## config.mk

```make
export PLATFORM = sky130hd
export DESIGN_NAME = wb_regfile_stage_flat
export DESIGN_NICKNAME = d
export VERILOG_FILES = /design/src/rtl/wb_regfile_stage_if.sv /design/src/rtl/wb_regfile_stage.sv /design/src/flat_wrapper.sv
export SDC_FILE = /design/constraint.sdc
export NUM_CORES = 2
export LEC_CHECK = 0
export CAP_MARGIN = 20
export CORE_MARGIN = 2
export CORE_UTILIZATION = 45
export DETAILED_ROUTE_END_ITERATION = 6
export GPL_ROUTABILITY_DRIVEN = 0
export SETUP_SLACK_MARGIN = 0.3
export SLEW_MARGIN = 40
export SYNTH_ARGS = -nofsm -noshare
export SYNTH_HDL_FRONTEND = slang
export SYNTH_SLANG_ARGS = --single-unit
```

## constraint.sdc

```tcl
create_clock -name clk -period 6.3 [get_ports clk]
set_input_delay 0.63 -clock clk [delete_from_list [all_inputs] [get_ports clk]]
set_output_delay 0.63 -clock clk [all_outputs]
set_load 0.02 [all_outputs]
```

## src/rtl/wb_regfile_stage_if.sv

```systemverilog
// MEM/WB writeback inputs, ID read ports and debug outputs of the regfile stage.
// Latency: pure wiring, none.
// Backpressure: none; the stage accepts one writeback every cycle.
interface wb_regfile_stage_if #(
  parameter int DATA_W = 32,
  parameter int NREGS  = 32,
  parameter int CNT_W  = 32
);
  localparam int AW = $clog2(NREGS);

  // MEM/WB pipeline register outputs
  logic [1:0]        wb_ctl_in;      // [1] RegWrite, [0] MemtoReg
  logic [DATA_W-1:0] read_data_in;
  logic [DATA_W-1:0] alu_result_in;
  logic [AW-1:0]     write_reg_in;

  // ID-stage read ports
  logic [AW-1:0]     rs_addr;
  logic [AW-1:0]     rt_addr;
  logic [DATA_W-1:0] rs_data;
  logic [DATA_W-1:0] rt_data;

  // Forwarding and debug
  logic [DATA_W-1:0] wb_data;
  logic              wb_en;
  logic [CNT_W-1:0]  wb_count;

  modport master (
    output wb_ctl_in, read_data_in, alu_result_in, write_reg_in, rs_addr, rt_addr,
    input  rs_data, rt_data, wb_data, wb_en, wb_count
  );

  modport slave (
    input  wb_ctl_in, read_data_in, alu_result_in, write_reg_in, rs_addr, rt_addr,
    output rs_data, rt_data, wb_data, wb_en, wb_count
  );
endinterface

```

## src/rtl/wb_regfile_stage.sv

```systemverilog
// MIPS writeback select plus 32x32 register file with write-first read bypass.
// Latency: wb_data/wb_en/reads combinational; array and wb_count update at the clock edge.
// Backpressure: none; one write can commit every cycle, reads never stall.
module wb_regfile_stage #(
  parameter int DATA_W = 32,
  parameter int NREGS  = 32,
  parameter int CNT_W  = 32
) (
  input  logic clk,
  input  logic reset,
  wb_regfile_stage_if.slave bus
);
  localparam int AW = $clog2(NREGS);

  logic [DATA_W-1:0] r_regs [NREGS];
  logic [CNT_W-1:0]  r_wb_count;

  logic [DATA_W-1:0] w_wb_data;
  logic              w_wb_en;
  logic [DATA_W-1:0] w_rs_data;
  logic [DATA_W-1:0] w_rt_data;

  // Writeback source select and effective enable ($0 writes are dropped here)
  always_comb begin
    w_wb_data = bus.wb_ctl_in[0] ? bus.read_data_in : bus.alu_result_in;
    w_wb_en   = bus.wb_ctl_in[1] && (bus.write_reg_in != '0);
  end

  // Read ports: $0 reads zero, a same-cycle write to the address wins over the array
  always_comb begin
    w_rs_data = r_regs[bus.rs_addr];
    w_rt_data = r_regs[bus.rt_addr];
    if (w_wb_en && (bus.rs_addr == bus.write_reg_in)) begin
      w_rs_data = w_wb_data;
    end
    if (w_wb_en && (bus.rt_addr == bus.write_reg_in)) begin
      w_rt_data = w_wb_data;
    end
    if (bus.rs_addr == '0) begin
      w_rs_data = '0;
    end
    if (bus.rt_addr == '0) begin
      w_rt_data = '0;
    end
  end

  // Array commit: reset clears everything and discards the write on the same edge
  always_ff @(posedge clk) begin
    if (reset) begin
      for (int i = 0; i < NREGS; i++) begin
        r_regs[i] <= '0;
      end
    end else if (w_wb_en) begin
      r_regs[bus.write_reg_in] <= w_wb_data;
    end
  end

  // Retired-write counter, wraps naturally at full scale
  always_ff @(posedge clk) begin
    if (reset) begin
      r_wb_count <= '0;
    end else if (w_wb_en) begin
      r_wb_count <= r_wb_count + CNT_W'(1);
    end
  end

  assign bus.wb_data  = w_wb_data;
  assign bus.wb_en    = w_wb_en;
  assign bus.rs_data  = w_rs_data;
  assign bus.rt_data  = w_rt_data;
  assign bus.wb_count = r_wb_count;

  // AW is only used implicitly through the interface address widths
  logic [AW-1:0] w_unused_aw;
  assign w_unused_aw = '0;
endmodule

```

## src/flat_wrapper.sv

```systemverilog
// flat-port wrapper written by rule: the top's interface ports become plain ports
module wb_regfile_stage_flat 
#(
  parameter int DATA_W = 32,
  parameter int NREGS  = 32,
  parameter int CNT_W  = 32
)
  (clk, reset, bus_wb_ctl_in, bus_read_data_in, bus_alu_result_in, bus_write_reg_in, bus_rs_addr, bus_rt_addr, bus_rs_data, bus_rt_data, bus_wb_data, bus_wb_en, bus_wb_count);
  wb_regfile_stage_if #(.DATA_W(DATA_W), .NREGS(NREGS), .CNT_W(CNT_W)) bus_i ();
  input  logic clk;
  input  logic reset;
  input wire logic [$bits(bus_i.wb_ctl_in)-1:0] bus_wb_ctl_in;
  input wire logic [$bits(bus_i.read_data_in)-1:0] bus_read_data_in;
  input wire logic [$bits(bus_i.alu_result_in)-1:0] bus_alu_result_in;
  input wire logic [$bits(bus_i.write_reg_in)-1:0] bus_write_reg_in;
  input wire logic [$bits(bus_i.rs_addr)-1:0] bus_rs_addr;
  input wire logic [$bits(bus_i.rt_addr)-1:0] bus_rt_addr;
  output wire logic [$bits(bus_i.rs_data)-1:0] bus_rs_data;
  output wire logic [$bits(bus_i.rt_data)-1:0] bus_rt_data;
  output wire logic [$bits(bus_i.wb_data)-1:0] bus_wb_data;
  output wire logic [$bits(bus_i.wb_en)-1:0] bus_wb_en;
  output wire logic [$bits(bus_i.wb_count)-1:0] bus_wb_count;
  assign bus_i.wb_ctl_in = bus_wb_ctl_in;
  assign bus_i.read_data_in = bus_read_data_in;
  assign bus_i.alu_result_in = bus_alu_result_in;
  assign bus_i.write_reg_in = bus_write_reg_in;
  assign bus_i.rs_addr = bus_rs_addr;
  assign bus_i.rt_addr = bus_rt_addr;
  assign bus_rs_data = bus_i.rs_data;
  assign bus_rt_data = bus_i.rt_data;
  assign bus_wb_data = bus_i.wb_data;
  assign bus_wb_en = bus_i.wb_en;
  assign bus_wb_count = bus_i.wb_count;
  wb_regfile_stage #(.DATA_W(DATA_W), .NREGS(NREGS), .CNT_W(CNT_W)) u_core (.clk(clk), .reset(reset), .bus(bus_i));
endmodule
```

# Word-level counts from Yosys, hierarchy flattened
# Memory sizes are Yosys's and may differ from the RTL's.
# Cells that the tools add are included.
totals:
  register_bits: 32
  latchBits: 0
  mem_bits_rw: 1024
  romBits: 0
  in_bits: 83
  wordCells: 25
  mem_count: 1
op_classes:
  n_addsub: 1
  multipliers: 0
  div_mod_pow: 0
  order_cmp: 0
  n_eq_ne: 2
  shift: 0
  muxes: 13
  bitwise: 0
  n_reduce_logical: 7
memory_table:
  columns: ["name", "depth", "word_bits", "rd", "rd_clocked_by_memory_dff", "wr", "line", "text"]
  rows:
  - ["u_core.r_regs", 32, 32, 2, 0, 32, "wb_regfile_stage.sv:15", "logic [DATA_W-1:0] r_regs [NREGS];"]
op_table:
  columns: ["cell", "n"]
  rows:
  - ["$mux W32", 6]
  - ["$add A32 B1 Y32 const B", 1]
  - ["$reduce_or A32 Y1", 1]
  - ["$eq A5 B5 Y1", 2]
  - ["$logic_not A5 Y1", 2]
  - ["$mux W1", 6]
  - ["$mux W5", 1]
  - ["$reduce_bool A5 Y1", 1]
  - ["$logic_and A1 B1 Y1", 3]

# Depth between registers and ports, before layout
depth:
  word_depth: 7
  depth_mapped: 11
  ltp_nobuf: 7

# Worst setup path before layout
# No wires, ideal clock.
synth_timing:
  kind: "input-to-output"
  from: "input bus_write_reg_in[4]"
  to: "output bus_rt_data[13]"
  arrival_ns: 2.618
  required_time_ns: 5.670
  setup_slack_ns: 3.052
  path_stages: 8
  path_buffers: 2
  path_cell_list: "clkbuf_1 xnor2_1 nand4_1 or3_1 nand2_1 clkbuf_1 o22ai_1 a211oi_1"
synth_via:
  elab_chain_len: 5
  elab_cells_between_ends: 6
  classes_between: "eq/ne: 1; mux: 2; reduce/logical: 3"
synth_rtl:
  columns: ["element", "line", "text"]
  rows:
  - ["start, declared", "flat_wrapper.sv:15", "input wire logic [$bits(bus_i.write_reg_in)-1:0] bus_write_reg_in;"]
  - ["$reduce_bool A5 Y1", "wb_regfile_stage.sv:26", "w_wb_en = bus.wb_ctl_in[1] && (bus.write_reg_in != '0);"]
  - ["$logic_and A1 B1 Y1", "wb_regfile_stage.sv:26", null]
  - ["$logic_and A1 B1 Y1 (*)", "wb_regfile_stage.sv:36", "if (w_wb_en && (bus.rt_addr == bus.write_reg_in)) begin"]
  - ["$mux W32 (*)", "wb_regfile_stage.sv:36", null]
  - ["$mux W32 (*)", "wb_regfile_stage.sv:42", "if (bus.rt_addr == '0) begin"]
  - ["end, declared", "flat_wrapper.sv:19", "output wire logic [$bits(bus_i.rt_data)-1:0] bus_rt_data;"]
# Mark *: on every way between the ends. The rest lies on a longest branch, timed or not.

# Final worst setup path
layout_timing:
  from: "input bus_write_reg_in[4]"
  to: "output bus_rt_data[31]"
# The elaborated chain is that of the path after synthesis.

==> key figures <==
Logic synthesis
  • Area leader, netlist: edfxtp_1
  • Post-synthesis compound-gate area fraction: 0.04146
  • Yosys reg bits: around 1100
  • Top post-synthesis cells by count: 1028 x nor2_1, 1024 x edfxtp_1, 513 x mux4_2, 273 x clkbuf_1, 187 x mux2i_1
  • Cell with the most instances after synthesis: nor2_1
  • Post-synth top area share: 0.5629
  • Register area share after synthesis: 0.5746
  • Distinct cells, synth: 52
  • Area contributors post-synth: edfxtp_1 56%, mux4_2 21%, nor2_1 7.1%, mux2i_1 3.4%, clkbuf_1 1.9%
  • Post-Synthesis Cells: 3852
  • XOR/XNOR Fraction of Synth Area: 0.004970
  • Ys Warns: 0
  • Adder-cell area share of the yosys netlist: 0.0002290
  • Ys async rst share: 0
  • Main flop type after synthesis: edfxtp_1
  • Largest family of logic cells by synthesized area: multiplexers
  • Simple-Gate Fraction of Synth Area: 0.09533
  • Mux cell area share after synthesis: 0.2462
  • Number of flops mapped to enable cells by yosys: slightly above 1000
  • Netlist Area Pre-Place: 54630 sq um
  • Syn_area_per_cell: between 10 and 15 sq um

Min path
  • HP Class: in2reg

Power and ir drop
  • Internal: between 10000 and 15000 uW
  • Lkg Pwr: between 0.02 and 0.025 uW
  • Clock share of power: 0.371
  • Sw Pwr: between 4000 and 5000 uW
  • Max rail drop VDD: about 280 uV
  • Combinational share of power: 0.151
  • Register share of total power: 0.478
  • Power Dens Cells: 275.5 nW/um^2
  • Switching share of power: 0.2631

Detailed routing
  • Remaining antenna violation count after routing: 0
  • Vias: approximately 38000
  • Average wire per standard cell: ~35 um
  • DRC Markers: 3
  • DR vias/cell: approximately 6.6
  • Initial DRC count: approximately 5900
  • 1st-pass router iterations: 7
  • DRT Wirelength: a little under 200 mm

Timing
  • RSZ-0062 raised after global routing: false
  • Clk_skew: approximately 0.0063 ns
  • Final setup viols: 0
  • Final hold vios: 0
  • Final Max Tran Viols: 0
  • Worst setup margin: 0.8568 ns
  • Period minus WS final: 5.443 ns
  • Period utilization: 0.8640
  • Slew headroom: 0.3702
  • Total negative setup slack: 0 ns
  • Least-Margin Pin Slew: 0.9447 ns
  • Fmax: around 180 MHz

Placed design
  • Setup WS pre-CTS: ~0.98 ns
  • I/O Buffers: 211
  • DP Cell Count: around 5500
  • Hpwl dp: approximately 120 mm

Critical path
  • Crit. End Element: primary output
  • Max incr delay on CP: just under 0.8 ns
  • WP buf/inv: 4
  • Worst-path maximum fanout: 29
  • Crit path DAT: about 4.8 ns
  • CP delay by family, top: buffers and inverters
  • Crit path required time: 5.67 ns
  • Critical Path Start Type: input port
  • Slowest CP cell: clkdlybuf4s50_1
  • Critical path class: in2out
  • Crit path cell chain: clkdlybuf4s50_1 -> or3_1 -> o21ai_2 -> or3_1 -> buf_4 -> nand2_2 -> buf_4 -> o22ai_1 -> a211oi_1 -> clkdlybuf4s50_1

Clocking
  • Cts repair resizes: 0
  • Clock sinks: between 1000 and 1500
  • CTS tree: done
  • Cts bufs inserted: between 100 and 150
  • Post-CTS Setup Repair Bufs: 0
  • Root Driver: clkbuf_16
  • Clock slew at reported path FFs: around 0.06 ns
  • Worst-Skew Late Latency: about 0.7 ns
  • Clock buffer depth: 3
  • CTS H-Tree Depth: 3
  • # hold bufs at CTS: 0

Run
  • Max-cap violation count: 0

Die
  • Standard-cell rows: ~130
  • Die W: around 350 um
  • Die Y: between 300 and 400 um
  • Starting Density: 0.4547
  • Overall die area: around 120000 sq um
  • Placeable core area: 120100 sq um
  • I/O pin count: between 200 and 250

Outcome
  • Status: finished with violations
  • Failing checks: DRC

Finish
  • Syn-to-layout area delta: 14.89%
  • Nets: between 4000 and 5000
  • Fill cells: between 10000 and 15000
  • Cell Count, Final, Fillers Out: 5678
  • Share of layout cells above drive strength 1: 0.2339
  • Fin util: 0.5224

Global route
  • Grt total ovfl: 0
  • First-pass GRT wire length: about 280 mm
  • Largest net degree at the start of global routing: between 60 and 70
  • Initial antenna violation count: 8
  • Vias in the first global route: approximately 37000
  • Total Routing Usage GR: 0.3166
## worst paths after layout
| check | slack (ns) | endpoint | from | cells past startpoint |
|---|---|---|---|---|
| worst min-delay path | 0.28 | u_core.bus.wb_count[2] | reset | 2 |
| worst min register to register | 0.50 | u_core.bus.wb_count[6] | u_core.bus.wb_count[6] | 2 |
| worst max-delay path | 0.86 | bus_rt_data[31] | bus_write_reg_in[4] | 10 |
| worst max register to register | 3.81 | u_core.bus.wb_count[20] | u_core.bus.wb_count[1] | 6 |
## worst register-to-register path: stages, from the launching register on
cell	delay, ns
dfxtp_1	0.50
ha_1	0.27
o2111ai_1	0.36
or3_1	0.67
nor4_2	0.36
xnor2_1	0.15
nor2_1	0.05
## power groups by stage
stage / combinational (uW) / clock (uW) / sequential [uW]
finish: 2610 / 6420 / 8260
global route: 2680 / 6720 / 8300
CTS: 2560 / 6450 / 8250
detailed placement: 2550 / 0 / 8400
global placement: 2510 / 0 / 8380
floorplan: 1500 / 0 / 8330
## cell type report
type	count	area (sq um)	area share
Sequential cell	1056	31390	0.5002
Tap cell	1612	2017	0.03214
Timing Repair Buffer	377	3726	0.05937
Clock buffer	143	2939	0.04683
Multi-Input combinational cell	2381	22000	0.3506
Antenna cell	1	2.502	0.00003987
Clock inverter	62	506.7	0.008074
Inverter	46	175.2	0.002791
## cell families after synthesis
| group | Yosys count |
|---|---|
| buffers and inverters | 446 |
| AND/OR/NAND/NOR | 1287 |
| adder cells (fa/ha/maj) | 1 |
| XOR/XNOR | 31 |
| other | 1 |
| multiplexers | 702 |
| flip-flops | 1056 |
| AO/OA/AOI/OAI | 328 |
## registers in the layout (all words and copies together), names as in the netlist
signal / count
u_core.bus.wb_count: 32
u_core.r_regs: 1024
## cells in the final DEF, fill, tap and decap left out, types with 10 or more instances in the layout
master and n:
clkbuf_16 112, a221o_1 12, a21oi_1 72, buf_8 14, nor3_1 13, or3_1 14
and3_1 10, conb_1 32, a31oi_1 10, nand2_2 32, clkdlybuf4s50_1 200, nor2_1 1026
a211oi_1 61, mux4_2 513, mux2i_4 32, buf_12 15, edfxtp_1 1024, o22ai_1 31
inv_1 43, clkinv_2 14, dfxtp_1 32, nand2_1 84, nor2b_1 29, clkbuf_1 29
clkinv_1 32, nand2b_2 17, a22oi_1 22, buf_4 132, o21ai_0 37, nand2b_4 14
mux2i_1 155, buf_6 12, a221oi_1 54, xnor2_1 23
## stage by stage
stage | power [uW] | hold WS, ns | area (sq um)
after detailed placement | 10950 | 0.4891 | 59270
after floorplan | 9839 | 0.5550 | 54750
final | 17290 | 0.2847 | 62760
after CTS | 17260 | 0.2382 | 62710
after global placement | 10890 | 0.4790 | 58920
after global routing | 17700 | 0.2769 | 62760
## metal layers
layer / global-route usage / up-vias / part of all wire
li1: - / 14980 / -
met1: 0.4177 / 19630 / 0.37
met2: 0.4958 / 2623 / 0.46
met3: 0.08145 / 509 / 0.12
met4: 0.1427 / 6 / 0.049
met5: 0 / - / 0.00016
(Power assumes the default switching activity.)
